### src/rtl/barrel_pkg.sv
// Shared definitions for the pipelined barrel shifter: the shift-mode
// encodings and the helper that picks the fill bit for right shifts.
package barrel_pkg;

    localparam int MODE_W = 3;

    // Encodings 101 and 110 are not listed here. They fall through to
    // pass-through wherever a mode is decoded.
    typedef enum logic [MODE_W-1:0] {
        MODE_SLL  = 3'b000,
        MODE_SRL  = 3'b001,
        MODE_SRA  = 3'b010,
        MODE_ROL  = 3'b011,
        MODE_ROR  = 3'b100,
        MODE_PASS = 3'b111
    } shift_mode_e;

    // Only arithmetic right shifts replicate the operand's sign bit.
    // Every other mode fills with zero.
    function automatic logic fill_bit(input logic [MODE_W-1:0] mode, input logic msb);
        return (mode == MODE_SRA) ? msb : 1'b0;
    endfunction

endpackage

### src/rtl/barrel_stage.sv
// One pipeline stage of the barrel shifter. The stage conditionally
// shifts or rotates its operand by 2^K, then registers the result
// together with the shift amount, mode, fill bit and valid flag that
// travel down the pipe.
module barrel_stage
    import barrel_pkg::*;
#(
    parameter int WIDTH = 8,
    parameter int AMT_W = $clog2(WIDTH),
    parameter int K     = 0
) (
    input  logic              clk,
    input  logic              reset,
    input  logic              in_valid,
    input  logic [WIDTH-1:0]  in_data,
    input  logic [AMT_W-1:0]  in_amt,
    input  logic [MODE_W-1:0] in_mode,
    input  logic              in_fill,
    input  logic              adv_next,
    output logic              adv,
    output logic              valid,
    output logic [WIDTH-1:0]  data,
    output logic [AMT_W-1:0]  amt,
    output logic [MODE_W-1:0] mode,
    output logic              fill
);

    localparam int SH = 2 ** K;

    logic [WIDTH-1:0] step;

    // The stage can load when it holds nothing, or when its contents move
    // on this cycle. Empty slots therefore never block upstream stages.
    assign adv = !valid || adv_next;

    // Apply this stage's 2^K step when its bit of the shift amount is set.
    always_comb begin
        step = in_data;
        if (in_amt[K]) begin
            case (in_mode)
                MODE_SLL: step = in_data << SH;
                MODE_SRL: step = in_data >> SH;
                MODE_SRA: step = (in_data >> SH) | ({WIDTH{in_fill}} & ~({WIDTH{1'b1}} >> SH));
                MODE_ROL: step = (in_data << SH) | (in_data >> (WIDTH - SH));
                MODE_ROR: step = (in_data >> SH) | (in_data << (WIDTH - SH));
                default:  step = in_data;
            endcase
        end
    end

    // Stage register: capture the stepped operand and its side-band whenever the stage advances.
    always_ff @(posedge clk or posedge reset) begin
        if (reset) begin
            valid <= 1'b0;
            data  <= '0;
            amt   <= '0;
            mode  <= '0;
            fill  <= 1'b0;
        end else if (adv) begin
            valid <= in_valid;
            data  <= step;
            amt   <= in_amt;
            mode  <= in_mode;
            fill  <= in_fill;
        end
    end

endmodule

### src/rtl/barrel_shift_pipe.sv
// Pipelined barrel shifter with valid/ready flow control on both sides.
// STAGES binary-weighted stages are chained in a generate loop. The
// per-stage advance signals form a ripple chain from out_ready back to
// in_ready.
module barrel_shift_pipe
    import barrel_pkg::*;
#(
    parameter int WIDTH  = 8,
    parameter int AMT_W  = $clog2(WIDTH),
    parameter int STAGES = $clog2(WIDTH)
) (
    input  logic              clk,
    input  logic              reset,
    input  logic [WIDTH-1:0]  data_in,
    input  logic [AMT_W-1:0]  shift_amount,
    input  logic [MODE_W-1:0] mode,
    input  logic              in_valid,
    output logic              in_ready,
    output logic [WIDTH-1:0]  data_out,
    output logic              zero,
    output logic              out_valid,
    input  logic              out_ready
);

    // Index 0 holds the input port values. Index k+1 holds the register
    // outputs of stage k.
    logic [STAGES:0]   valid_c;
    logic [STAGES:0]   adv_c;
    logic [STAGES:0]   fill_c;
    logic [WIDTH-1:0]  data_c [STAGES+1];
    logic [AMT_W-1:0]  amt_c  [STAGES+1];
    logic [MODE_W-1:0] mode_c [STAGES+1];

    assign valid_c[0] = in_valid;
    assign data_c[0]  = data_in;
    assign amt_c[0]   = shift_amount;
    assign mode_c[0]  = mode;
    // Sample the sign bit once, at entry, so every later stage uses the original operand's MSB.
    assign fill_c[0]  = fill_bit(mode, data_in[WIDTH-1]);

    assign adv_c[STAGES] = out_ready;

    for (genvar k = 0; k < STAGES; k++) begin : g_stage
        barrel_stage #(
            .WIDTH (WIDTH),
            .AMT_W (AMT_W),
            .K     (k)
        ) u_stage (
            .clk      (clk),
            .reset    (reset),
            .in_valid (valid_c[k]),
            .in_data  (data_c[k]),
            .in_amt   (amt_c[k]),
            .in_mode  (mode_c[k]),
            .in_fill  (fill_c[k]),
            .adv_next (adv_c[k+1]),
            .adv      (adv_c[k]),
            .valid    (valid_c[k+1]),
            .data     (data_c[k+1]),
            .amt      (amt_c[k+1]),
            .mode     (mode_c[k+1]),
            .fill     (fill_c[k+1])
        );
    end

    assign in_ready  = adv_c[0];
    assign out_valid = valid_c[STAGES];
    assign data_out  = data_c[STAGES];
    assign zero      = (data_c[STAGES] == '0);

    // After the last stage, the side-band fields have no consumer.
    logic unused_tail;
    assign unused_tail = ^{amt_c[STAGES], mode_c[STAGES], fill_c[STAGES]};

endmodule

### config.mk
export PLATFORM = sky130hd
export DESIGN_NAME = barrel_shift_pipe
export DESIGN_NICKNAME = d
export VERILOG_FILES = /design/src/rtl/barrel_pkg.sv /design/src/rtl/barrel_stage.sv /design/src/rtl/barrel_shift_pipe.sv
export SDC_FILE = /design/constraint.sdc
export NUM_CORES = 1
export LEC_CHECK = 0
export BUFFER_PORTS_ARGS = -buffer_cell sky130_fd_sc_hd__buf_2
export CORE_MARGIN = 4
export CORE_UTILIZATION = 37
export DETAILED_ROUTE_END_ITERATION = 16
export RECOVER_POWER = 100
export SETUP_SLACK_MARGIN = 0.05
export SYNTH_ARGS = -nofsm -noshare
export SYNTH_HDL_FRONTEND = slang
export SYNTH_SLANG_ARGS = --single-unit
### constraint.sdc
create_clock -name clk -period 4 [get_ports clk]
set_clock_uncertainty 0.2 [all_clocks]
set_input_delay 0.8 -clock clk [delete_from_list [all_inputs] [get_ports clk]]
set_output_delay 0.8 -clock clk [all_outputs]
set_load 0.03 [all_outputs]
==> impl_results.md <==
- Post-synth EDFFs: 0
- Synth Flop Type: dfrtp_1
- Routed Antenna Nets: 0
- Die height: between 80 and 90 um
- Syn Inst Count: 253
- Hold path start: g_stage[0].u_stage.valid$_DFFE_PP0P_
- Die Area: 7670 um^2
- Total area of sequential cells: between 900 and 1000 um^2
- RSZ-0062 raised after global routing: false
- Ratio of cells with drive above 1 in the final layout: 0.143
- Period utilisation layout: 0.786
- R2R Setup Slk: about 1900 ps
- Switching power: around 450 uW
- Final WL: 5.16 mm
- Failing checks: max-capacitance violations, max-slew violations
- CP arrival: 2140 ps
- ANT cells: 0
- GR Util All Layers: 0.142
- Htree depth: 2
- First-pass GRT wire length: between 8 and 9 mm
- Measured slew at the worst slew-check pin: ~2000 ps
- Drc violations: 0
- Final non-filler cell total: approximately 340
- Max stage delay cell, worst path: and4b_1
- First DRT Iteration DRCs: about 100
- Postcts setup bufs: 0
- CP startpoint kind: input pin
- Share of power burned in registers: 0.450
- VDD IR max: 191 uV
- Crit path launch: out_ready
- Seq cells post-synth: 38
- RD Place Congestion: just over 0.8
- Fin crit period: between 3000 and 4000 ps
- Nets@finish: around 280
- Slew HR: -0.317
- Cell row count: 28
- Reg2reg path depth: 4
- Post-Route Setup TNS: 0 ps
- Core footprint: around 6000 um^2
- Lkg Pwr: about 0.0010 uW
- Commonest non-fill, non-tap cell in the layout: nand2_1
- Reg2reg end: g_stage[1].u_stage.data[5]$_DFFE_PP0P_
- Die X: slightly below 90 um
- Max-cap violations: 1
- Clock share of power: 0.259
- Worst Setup EP: in_ready
- WS Path Type: in -> out
- Syn-to-layout area delta: 6.62%
- Initial Util: 0.389
- Crit end category: output pin
- Outcome: complete, but fails checks
- GR Overflow Total: 0
- TritonCTS Sinks: 38
- Worst-Skew Late Latency: 290 ps
- Gate power share: 0.290
- Async SR Flop Fraction: 1.00
- Post-DP HPWL: approximately 3.9 mm
- Pin count of the biggest net entering global routing: 39
- Fillers: 622
- Root Driver: clkbuf_8
- Initial antenna violation count: 0
- Syn. warnings: 0
- Syn avg cell area: just over 9 um^2
- Worst-path clk slew: roughly 80 ps
- Register area share after synthesis: 0.406
- CP peak stage delay: between 500 and 600 ps
- CTS tree: built
- Hold crit path type: reg -> reg
- R2r startpoint: g_stage[0].u_stage.mode[1]$_DFFE_PP0P_
- Critical path cell sequence: clkbuf_1, and4b_1, inv_1, clkbuf_1
- Critical Path RT: 3000 ps
- Port Buffers: 28
- Most frequent cells in the layout: 50 x nand2_1, 38 x dfrtp_1, 16 x buf_2, 14 x a22oi_1, 13 x clkbuf_1
- Hold Buf Count CTS: 0
- Critical path fanouts, max: 19
- Routed vias/inst: between 5 and 6
- Sw frac: 0.362
- Power Internal: 791 uW
- Inserted Clock Buffers: 5
- Post-route core utilization: 0.415
- Clock Tree Buf Depth: 2
- Setup Viol. Count Final: 0
- Wire length per cell: around 15 um
- Routed vias: ~1900
- Vias in the first global route: ~1700
- Post-synthesis cell type count: 53
- Multi-input gate area: between 1000 and 1500 um^2
- First-pass DRT Iterations: 4
- Cell mode on critical path: clkbuf_1
- Placed insts: 333
- Hold Vio Cnt, Final: 0
- Post-cts repair resize count: 0
- Cell area power density: between 400 and 500 nW/um^2
- Net Count, Synth: between 200 and 300
- FMAX: between 300 and 400 MHz
- Synth Cell Area: about 2300 um^2
- Boundary pin count: 29
- Max Slew Vio Count: 39
-- cell usage after synthesis (all sizes together), types with 2 or more instances --
library cell  count  area, um^2
mux2             11         124
nor2              7        26.3
dfrtp            38         951
buf              15         106
o22ai            12        75.1
and2              3        20.0
maj3              2        20.0
a31oi             3        18.8
mux2i             2        20.0
o21a             10        75.1
nand2            50         188
inv               4        15.0
o22a              2        17.5
nand2b            7        43.8
xor2              2        43.8
a22oi            14         105
o21ai            13        68.8
o21bai            3        22.5
a21boi            2        15.0
or3b              3        26.3
o221ai            9        78.8
clkbuf            9        56.3
or4               2        15.0
a21oi            12        60.1
-- layout make-up --
cell class | instances | area share
clock buffers | 5 | 0.0275
clock inverters | 3 | 0.0160
inverters | 4 | 0.00601
multi-input cells | 187 | 0.481
flip-flops and latches | 38 | 0.380
well taps | 75 | 0.0375
repair buffers | 29 | 0.0516
-- routing by layer --
layer  track usage  wire (um)
met3        0.0282        178
met4        0.0418         27
met5             0          0
met1         0.190       2470
met2         0.232       2490
-- power groups by stage --
stage | Sequential [uW] | Combinational, uW | Clock [uW]
after floorplan | 529 | 350 | 0
after global placement | 564 | 370 | 0
after detailed placement | 566 | 374 | 0
after CTS | 558 | 375 | 328
after global routing | 573 | 401 | 343
final | 558 | 360 | 321
-- worst min-delay path by stage --
stage | end | depth (start not counted)
detailed placement | g_stage[1].u_stage.valid$_DFFE_PP0P_ | 1
finish | g_stage[1].u_stage.valid$_DFFE_PP0P_ | 1
global placement | g_stage[1].u_stage.valid$_DFFE_PP0P_ | 1
global route | g_stage[1].u_stage.valid$_DFFE_PP0P_ | 1
floorplan | g_stage[1].u_stage.valid$_DFFE_PP0P_ | 1
CTS | g_stage[1].u_stage.valid$_DFFE_PP0P_ | 1
-- critical path, delay by kind of cell --
kind	cells	cell delay [ps]
buffers and inverters	3	780
and+or+nand+nor	1	560
-- registers in the layout, summed over array words and instances (netlist names) --
name,count
g_stage.u_stage.amt,3
g_stage.u_stage.data,24
g_stage.u_stage.fill,2
g_stage.u_stage.mode,6
g_stage.u_stage.valid,3
-- cell families after synthesis --
| family | share of synthesized area |
|---|---|
| adders and majority gates | 0.00854 |
| buffers and inverters | 0.0758 |
| muxes | 0.0614 |
| AOI/OAI and AO/OA | 0.253 |
| and+or+nand+nor | 0.177 |
| DFF | 0.406 |
| xor gates and xnor gates | 0.0187 |
-- per-stage QoR --
stage / area (um^2) / hold slack (ps) / worst slack (ps) / total power [uW]
2_1_floorplan: 2340 / 226 / 1560 / 879
3_3_place_gp: 2420 / 245 / 1210 / 934
3_5_place_dp: 2420 / 251 / 1200 / 940
4_1_cts: 2530 / 268 / 1190 / 1260
5_1_grt: 2500 / 278 / 712 / 1320
6_report: 2500 / 272 / 856 / 1240
(Power assumes the default switching activity.)
